[config.mk]
export PLATFORM = sky130hd
export DESIGN_NAME = execute_state
export DESIGN_NICKNAME = d
export VERILOG_FILES = /design/src/rtl/otter_pkg.sv /design/src/rtl/otter_alu.sv /design/src/rtl/execute_state.sv
export SDC_FILE = /design/constraint.sdc
export NUM_CORES = 1
export LEC_CHECK = 0
export ABC_CLOCK_PERIOD_IN_PS = 1700
export CAP_MARGIN = 5
export CELL_PAD_IN_SITES_DETAIL_PLACEMENT = 1
export CELL_PAD_IN_SITES_GLOBAL_PLACEMENT = 1
export CORE_MARGIN = 5
export CORE_UTILIZATION = 33
export DETAILED_ROUTE_END_ITERATION = 16
export PLACE_DENSITY_LB_ADDON = 0.1
export SLEW_MARGIN = 20
export SYNTH_ARGS = -nofsm -noshare
export SYNTH_HDL_FRONTEND = slang
export SYNTH_SLANG_ARGS = --single-unit
[constraint.sdc]
create_clock -name REG_CLOCK -period 1.7 [get_ports REG_CLOCK]
set_input_delay 0.34 -clock REG_CLOCK [delete_from_list [all_inputs] [get_ports REG_CLOCK]]
set_output_delay 0.34 -clock REG_CLOCK [all_outputs]
set_load 0.03 [all_outputs]
[src/rtl/otter_pkg.sv]
// Shared OTTER definitions: ALU function codes, branch opcodes/funct3 and execute-stage states.
package otter_pkg;

    typedef enum logic [3:0] {
        AluAdd  = 4'b0000,
        AluSll  = 4'b0001,
        AluSlt  = 4'b0010,
        AluSltu = 4'b0011,
        AluXor  = 4'b0100,
        AluSrl  = 4'b0101,
        AluOr   = 4'b0110,
        AluAnd  = 4'b0111,
        AluSub  = 4'b1000,
        AluLui  = 4'b1001,
        AluSra  = 4'b1101
    } alu_fun_t;

    localparam logic [6:0] OPC_JAL    = 7'b1101111;
    localparam logic [6:0] OPC_JALR   = 7'b1100111;
    localparam logic [6:0] OPC_BRANCH = 7'b1100011;

    localparam logic [2:0] F3_BEQ  = 3'b000;
    localparam logic [2:0] F3_BNE  = 3'b001;
    localparam logic [2:0] F3_BLT  = 3'b100;
    localparam logic [2:0] F3_BGE  = 3'b101;
    localparam logic [2:0] F3_BLTU = 3'b110;
    localparam logic [2:0] F3_BGEU = 3'b111;

    typedef enum logic {
        Run    = 1'b0,
        Squash = 1'b1
    } ex_state_t;

endpackage

[src/rtl/otter_alu.sv]
// Combinational OTTER ALU: RESULT = A op B, unknown function codes give 0.
module otter_alu
    import otter_pkg::*;
(
    input  logic [31:0] A,
    input  logic [31:0] B,
    input  logic [3:0]  ALU_FUN,
    output logic [31:0] RESULT
);

    logic [4:0] shamt;
    assign shamt = B[4:0];

    always_comb begin
        RESULT = 32'd0;
        case (ALU_FUN)
            AluAdd:  RESULT = A + B;
            AluSub:  RESULT = A - B;
            AluSll:  RESULT = A << shamt;
            AluSlt:  RESULT = {31'd0, $signed(A) < $signed(B)};
            AluSltu: RESULT = {31'd0, A < B};
            AluXor:  RESULT = A ^ B;
            AluSrl:  RESULT = A >> shamt;
            AluSra:  RESULT = $unsigned($signed(A) >>> shamt);
            AluOr:   RESULT = A | B;
            AluAnd:  RESULT = A & B;
            AluLui:  RESULT = A;
            default: RESULT = 32'd0;
        endcase
    end

endmodule

[src/rtl/execute_state.sv]
// OTTER execute stage: ALU, branch resolution, redirect/squash FSM and execute pipeline register.
// Optional EX_PERF_CNT_EN adds retired/squashed instruction counters.
module execute_state
    import otter_pkg::*;
#(
    parameter int unsigned SQUASH_SLOTS = 2
) (
    input  logic        REG_CLOCK,
    input  logic        REG_RESET_N,
    input  logic        DEC_VALID,
    input  logic [31:0] DEC_PC,
    input  logic [31:0] DEC_PC_OUT,
    input  logic [31:0] DEC_ALU_A,
    input  logic [31:0] DEC_ALU_B,
    input  logic [31:0] DEC_RS1,
    input  logic [31:0] DEC_RS2,
    input  logic [31:0] DEC_J_TYPE,
    input  logic [31:0] DEC_B_TYPE,
    input  logic [31:0] DEC_I_TYPE,
    input  logic [31:0] DEC_MEM_IR,
    input  logic [3:0]  DEC_ALU_FUN,
    input  logic        DEC_REGWRITE,
    input  logic        DEC_MEMWRITE,
    input  logic        DEC_MEMREAD_2,
    input  logic [1:0]  DEC_RF_WR_SEL,
    input  logic        EX_STALL,
    output logic        DEC_READY,
    output logic        EX_VALID,
    output logic [31:0] EX_ALU_RESULT,
    output logic [31:0] EX_RS2,
    output logic [31:0] EX_MEM_IR,
    output logic [31:0] EX_PC_4,
    output logic        EX_REGWRITE,
    output logic        EX_MEMWRITE,
    output logic        EX_MEMREAD_2,
    output logic [1:0]  EX_RF_WR_SEL,
    output logic        EX_REDIRECT,
`ifdef EX_PERF_CNT_EN
    output logic [31:0] EX_CNT_RETIRED,
    output logic [31:0] EX_CNT_SQUASHED,
`endif
    output logic [31:0] EX_REDIRECT_PC
);

    ex_state_t   state_q, state_d;
    logic [1:0]  cnt_q, cnt_d;
    logic        capture, live, taken, kill;
    logic [31:0] target, alu_result;
    logic [6:0]  opcode;
    logic [2:0]  funct3;

    assign DEC_READY = ~EX_STALL;
    assign capture   = ~EX_STALL;
    assign live      = DEC_VALID && (state_q == Run);
    assign opcode    = DEC_MEM_IR[6:0];
    assign funct3    = DEC_MEM_IR[14:12];

    otter_alu u_alu (
        .A       (DEC_ALU_A),
        .B       (DEC_ALU_B),
        .ALU_FUN (DEC_ALU_FUN),
        .RESULT  (alu_result)
    );

    always_comb begin
        taken  = 1'b0;
        target = 32'd0;
        case (opcode)
            OPC_JAL: begin
                taken  = 1'b1;
                target = DEC_PC + DEC_J_TYPE;
            end
            OPC_JALR: begin
                taken  = 1'b1;
                target = (DEC_RS1 + DEC_I_TYPE) & ~32'd1;
            end
            OPC_BRANCH: begin
                target = DEC_PC + DEC_B_TYPE;
                case (funct3)
                    F3_BEQ:  taken = DEC_RS1 == DEC_RS2;
                    F3_BNE:  taken = DEC_RS1 != DEC_RS2;
                    F3_BLT:  taken = $signed(DEC_RS1) < $signed(DEC_RS2);
                    F3_BGE:  taken = $signed(DEC_RS1) >= $signed(DEC_RS2);
                    F3_BLTU: taken = DEC_RS1 < DEC_RS2;
                    F3_BGEU: taken = DEC_RS1 >= DEC_RS2;
                    default: taken = 1'b0;
                endcase
            end
            default: ;
        endcase
    end

    // Invalid decode slots during SQUASH pass through without consuming the count.
    always_comb begin
        state_d = state_q;
        cnt_d   = cnt_q;
        kill    = 1'b0;
        case (state_q)
            Run: begin
                if (capture && live && taken) begin
                    state_d = Squash;
                    cnt_d   = 2'(SQUASH_SLOTS);
                end
            end
            Squash: begin
                if (capture && DEC_VALID) begin
                    kill  = 1'b1;
                    cnt_d = cnt_q - 2'd1;
                    if (cnt_q == 2'd1) begin
                        state_d = Run;
                    end
                end
            end
            default: state_d = Run;
        endcase
    end

    always_ff @(posedge REG_CLOCK or negedge REG_RESET_N) begin
        if (!REG_RESET_N) begin
            state_q <= Run;
            cnt_q   <= 2'd0;
        end else begin
            state_q <= state_d;
            cnt_q   <= cnt_d;
        end
    end

    always_ff @(posedge REG_CLOCK or negedge REG_RESET_N) begin
        if (!REG_RESET_N) begin
            EX_VALID       <= 1'b0;
            EX_ALU_RESULT  <= 32'd0;
            EX_RS2         <= 32'd0;
            EX_MEM_IR      <= 32'd0;
            EX_PC_4        <= 32'd0;
            EX_REGWRITE    <= 1'b0;
            EX_MEMWRITE    <= 1'b0;
            EX_MEMREAD_2   <= 1'b0;
            EX_RF_WR_SEL   <= 2'd0;
            EX_REDIRECT    <= 1'b0;
            EX_REDIRECT_PC <= 32'd0;
        end else begin
            EX_REDIRECT <= 1'b0;
            if (capture) begin
                EX_VALID      <= live;
                EX_ALU_RESULT <= alu_result;
                EX_RS2        <= DEC_RS2;
                EX_MEM_IR     <= DEC_MEM_IR;
                EX_PC_4       <= DEC_PC_OUT;
                EX_REGWRITE   <= DEC_REGWRITE & live;
                EX_MEMWRITE   <= DEC_MEMWRITE & live;
                EX_MEMREAD_2  <= DEC_MEMREAD_2 & live;
                EX_RF_WR_SEL  <= DEC_RF_WR_SEL;
                if (live && taken) begin
                    EX_REDIRECT    <= 1'b1;
                    EX_REDIRECT_PC <= target;
                end
            end
        end
    end

`ifdef EX_PERF_CNT_EN
    always_ff @(posedge REG_CLOCK or negedge REG_RESET_N) begin
        if (!REG_RESET_N) begin
            EX_CNT_RETIRED  <= 32'd0;
            EX_CNT_SQUASHED <= 32'd0;
        end else begin
            if (capture && live) begin
                EX_CNT_RETIRED <= EX_CNT_RETIRED + 32'd1;
            end
            if (kill) begin
                EX_CNT_SQUASHED <= EX_CNT_SQUASHED + 32'd1;
            end
        end
    end
`endif

endmodule

---- Word-level counts from Yosys, hierarchy flattened ----
Index checks and enable logic that the tools add are counted.
operators by class
  $add $sub $neg .......................... 6
  $lt $le $gt $ge ......................... 6
  equality and inequality tests ........... 23
  shift-type cells ........................ 3
  multiplexer cells ....................... 13
  bitwise gates (word level) .............. 8
  reduce and logical (&&, ||, !) cells .... 10
operators by type and width
  kind                                                 count
  case mux 32 bit (11 select lines)                    1
  adder 32 bit                                         4
  less-than comparator 32 bit                          4
  case mux 32 bit (3 select lines)                     1
  >= comparator 32 bit                                 2
  AND 32 bit                                           1
  equality test 32 bit                                 1
  != test 32 bit                                       1
  OR 32 bit                                            1
  left shift 32 x 5 -> 32 bit                          1
  right shift 32 x 5 -> 32 bit                         1
  >>> shifter 32 x 5 -> 32 bit                         1
  subtractor 32 bit                                    1
  bitwise XOR 32 bit                                   1
  equality test 7 bit, second input constant           3
  equality test 4 x 3 -> 1 bit, second input constant  4
  equality test 3 bit, second input constant           4
  equality test 4 bit, second input constant           3
  equality test 4 x 2 -> 1 bit, second input constant  2
  case mux 1 bit (6 select lines)                      1
  logical AND 1 bit                                    5
  2-to-1 mux 1 bit                                     5
  equality test 4 x 1 -> 1 bit, second input constant  1
  zero test 4 bit                                      1
  12 further kinds                                     19
storage, ports and cells
  register bits after elaboration ......... 170
  bits of input ports ..................... 333
  output and inout port bits .............. 168
  word-level logic and storage cells ...... 82

---- Longest topological paths before layout ----
  word-level depth ........................ 6
  gate-level depth with buffers ........... 18
  gate-level depth less buffers ........... 17

---- By module ----
From an unflattened synthesis, not the netlist that was laid out.
unflattened totals
  cells, all modules ...................... 2444
  area, all modules ....................... 19753.9 µm²
modules (own cells, without submodules)
  module         times used  cells an instance  area each (µm²)  sequential area each (µm²)
  execute_state  1           1075               10969.3          4254.1
  otter_alu      1           1369               8784.7           0.0

---- Worst setup path before layout ----
OpenSTA, ideal clock, no wires.
  path kind ............................... in2reg
  start point ............................. input DEC_MEM_IR[5]
  end point ............................... register EX_REDIRECT_PC[20]
  setup time .............................. 0.126 ns
  arrival ................................. 3.604 ns
  data required time ...................... 1.574 ns
  slack ................................... -2.030 ns
  stages on the path ...................... 18
  buffers on the path ..................... 1
  cell sequence ........................... nand4_1 nor2_1 nand2_1 buf_1 mux2_2 ha_1 inv_1 fa_1 nand2b_1 a21o_1 a31oi_1 a31oi_1 o31ai_1 a21o_1 a221oi_1 xnor2_1 a22oi_1 a21oi_1
on the way
  cells in the longest elaborated chain, start to end .. 5
  elaborated cells between the ends (all ways) .. 8
  classes of those cells .................. 3 x eq/ne; 2 x mux; 3 x reduce/logical
RTL lines
  element                          RTL line              source
  from (decl)                      execute_state.sv:20   input logic [31:0] DEC_MEM_IR,
  equality test 7 bit              execute_state.sv:68   case (opcode)
  OR reduction 2 bit (no line)     --
  case mux 1 bit (2 select lines)  execute_state.sv:68
  logical AND 1 bit                execute_state.sv:153  if (live && taken) begin
  AND reduction 2 bit (no line)    --
  to (signal assigned)             execute_state.sv:155  EX_REDIRECT_PC <= target;
  to (decl)                        execute_state.sv:42   output logic [31:0] EX_REDIRECT_PC
Several ways; a longest one is shown, not always the timed one.
A chain may end at the register's enable or synchronous reset.

---- Worst setup path after layout ----
  start point ............................. input DEC_MEM_IR[3]
  end point ............................... register EX_REDIRECT_PC[21]
The elaborated chain is that of the path after synthesis.

==> reports/results.tsv <==
metric	value	unit
status	finished with violations	
violations	negative setup slack	
crit_path_max_fanout	8	
setup_violations	70	
final-hold-violation-count	0	
nNetsFinal	4180	
crit_family	compound AO/OA/AOI/OAI gates	
post-route-period-util	1.932	
areaGrowthSynthToFinish	91.28	%
period_minus_slack	3284	ps
crit_type	in2reg	
cp.arrival	3680	ps
synth_edf_count	0	
fill_cells	6306	
tightest_slew	941.0	ps
die_w	251.0	um
synth_ff_type	dfrtp_1	
path_buf_inv	4	
fmax	0.3045	GHz
portBuffers	500	
relSlewSlack	0.3727	
wire_per_inst	33.22	um
postLayoutCellArea	36660	um2
slew_violations	0	
synth_top_family_by_area	compound AO/OA/AOI/OAI gates	
leakagePower	16.57	nW
synth_most_common_cell	a21oi_1	
insertion_delay	470	ps
synth.distinct_cells	86	
synthAdderAreaFrac	0.1289	
synth_top_area_frac	0.2220	
min_path_type	in2reg	
die_area	62990	um2
yosysTopAreaCell	dfrtp_1	
numCtsBuffers	17	
pwr_density_cell	608.3	nW/um2
fp-row-count	88	
setup_slack	-1584	ps
ys_seq_elements	170	
drc	0	
synth-xor-area-share	0.03702	
cts-root-buf	clkbuf_16	
dr.pass1.iters	6	
synthCells	2344	
antenna_found_initial	13	
die_y	251.0	um
ir_worst_vdd	819.3	uV
max-cap-violations	0	
power.total	22.30	mW
rrSetupSlack	-480	ps
synth_compound_area_frac	0.2851	
postRouteWirelength	147500	um
yosys_warnings	0	
synth_common_cells	a21oi_1 (213), o21ai_0 (201), nor2_1 (199), ha_1 (191), dfrtp_1 (170)	
start_util	0.3328	
crit_path_end_kind	flip-flop	
grt_pass1_vias	29420	
cp_slowest_stage_delay	390	ps
overflow	0	
place_hpwl	101300	um
syn_nets	2872	
synth_area	19160	um2
synth.area.mux_share	0.1282	
grt_max_degree	68	
grt_pass1_wl	199400	um
cts_num_sinks	170	
clockBufferDepth	2	
rsz0062_at_grt	yes	
startpoint_type	input pin	
clkSlewWorstSetupHoldPaths	80	ps
gp_congestion	1.076	
grtUsageTotal	0.4195	
coreArea	57590	um2
ys_seq_area_frac	0.2220	
drt_iter0_markers	2244	
num_vias	27720	
crit_chain	clkdlybuf4s15_1 -> nor2_4 -> nand2_4 -> buf_12 -> buf_6 -> mux2_2 -> ha_4 -> nand2_2 -> nor3_2 -> o211ai_1 -> buf_4 -> a31oi_4 -> o21ai_2 -> a21o_1 -> a21oi_2 -> xor2_1 -> a22oi_1 -> a21oi_1	
via_per_inst	6.243	
synth.avg_cell_area	8.176	um2
ys_top_cells_by_area	dfrtp_1 (22%), ha_1 (12%), mux2_2 (6.3%)	
required	2100	ps
place_area	31260	um2
cp_slowest_cell	mux2_2	
htree_levels	4	
hold_ws	103.3	ps
cts_tree	built	
async_flop_share	1.000	
ant_nets	0	
drive_above_1_share	0.4775	
synthSimpleGateAreaFrac	0.1365	
skew	6.310	ps
io-pin-count	501	
==> report_power, final <==
group          internal (mW)  switching (mW)  total, mW
clock network           2.15            2.17       4.33
logic                   5.86            7.24       13.1
registers               4.49           0.384       4.87
total                   12.5            9.80       22.3
==> metal layers <==
layer / vias to the layer above / part of all wire / GRT usage
met3: 831 / 0.075 / 0.07832
met4: 4 / 0.11 / 0.3232
li1: 11330 / - / -
met2: 1834 / 0.48 / 0.7357
met1: 13730 / 0.34 / 0.4445
met5: - / 0.00018 / 0
==> cell type report <==
type / count / area, um2 / share of cell area
sequential: 170 / 4255 / 0.1161
clock buffer: 18 / 439.2 / 0.01198
clock inverter: 14 / 175.2 / 0.004779
tap: 765 / 957.2 / 0.02611
inverter: 153 / 669.4 / 0.01826
timing repair buffer: 1437 / 12740 / 0.3476
antenna: 11 / 27.53 / 0.0007509
multi-input combinational: 1873 / 17390 / 0.4744
==> registers in the layout, indices dropped and copies added, names as in the netlist <==
name and count:
EX_ALU_RESULT 32, EX_MEMREAD_2 1, EX_MEMWRITE 1, EX_MEM_IR 32
EX_PC_4 32, EX_REDIRECT 1, EX_REDIRECT_PC 32, EX_REGWRITE 1
EX_RF_WR_SEL 2, EX_RS2 32, EX_VALID 1, cnt_q 2
state_q 1
==> cells by family (layout without fill, tap and decap cells) <==
family	after synthesis	in the layout
AOI/OAI and AO/OA	828	828
xor gates and xnor gates	81	81
muxes	192	192
DFF	170	170
and+or+nand+nor	577	577
buffers and inverters	301	1622
other	0	11
adders and majority gates	195	195
==> per-stage QoR <==
stage | TNS, ps | setup slack, ps | util | std cells
6_report | -75580 | -1584 | 0.6366 | 4441
5_1_grt | -79940 | -1671 | 0.6363 | 4434
4_1_cts | -64740 | -1407 | 0.6145 | 4390
3_5_place_dp | -149180 | -2430 | 0.5429 | 4252
3_3_place_gp | -139040 | -2412 | 0.5429 | 4252
2_1_floorplan | -66790 | -1562 | - | 2344
==> worst paths after layout <==
check                                              start                              to  cells after the start
setup / recovery                           DEC_MEM_IR[3]  EX_REDIRECT_PC[21]$_DFFE_PN0P_                     18
hold / removal                             DEC_MEM_IR[5]        EX_MEM_IR[5]$_DFFE_PN0N_                      2
setup reg to reg           EX_ALU_RESULT[26]$_DFFE_PN0N_   EX_ALU_RESULT[26]$_DFFE_PN0N_                      7
hold reg to reg            EX_REDIRECT_PC[3]$_DFFE_PN0P_   EX_REDIRECT_PC[3]$_DFFE_PN0P_                      1
max in group asynchronous                    REG_RESET_N       EX_MEM_IR[15]$_DFFE_PN0N_                      3
min in group asynchronous                    REG_RESET_N       EX_MEM_IR[22]$_DFFE_PN0N_                      2
==> placed cells by master (no fill, tap or decap), types with 85 or more instances in the layout <==
master | Yosys | layout
buf_4 | 3 | 800
buf_6 | 3 | 110
dlygate4sd2_1 | 0 | 193
nand2_1 | 166 | 151
dfrtp_1 | 170 | 169
nor2_1 | 199 | 154
a21oi_1 | 213 | 141
ha_4 | 0 | 85
ha_1 | 191 | 98
inv_1 | 151 | 88
clkdlybuf4s50_1 | 0 | 206
mux2_2 | 107 | 95
o21ai_0 | 201 | 110
==> what timing repair did <==
item                                    CTS  global route
gates cloned                             16             2
setup endpoints to repair               226            77
pin swaps                               256           169
endpoints found under the hold margin    38             0
resized for setup                      1029           262
hold buffers                              1             0
buffers inserted                         97            61
(Power assumes the default switching activity.)
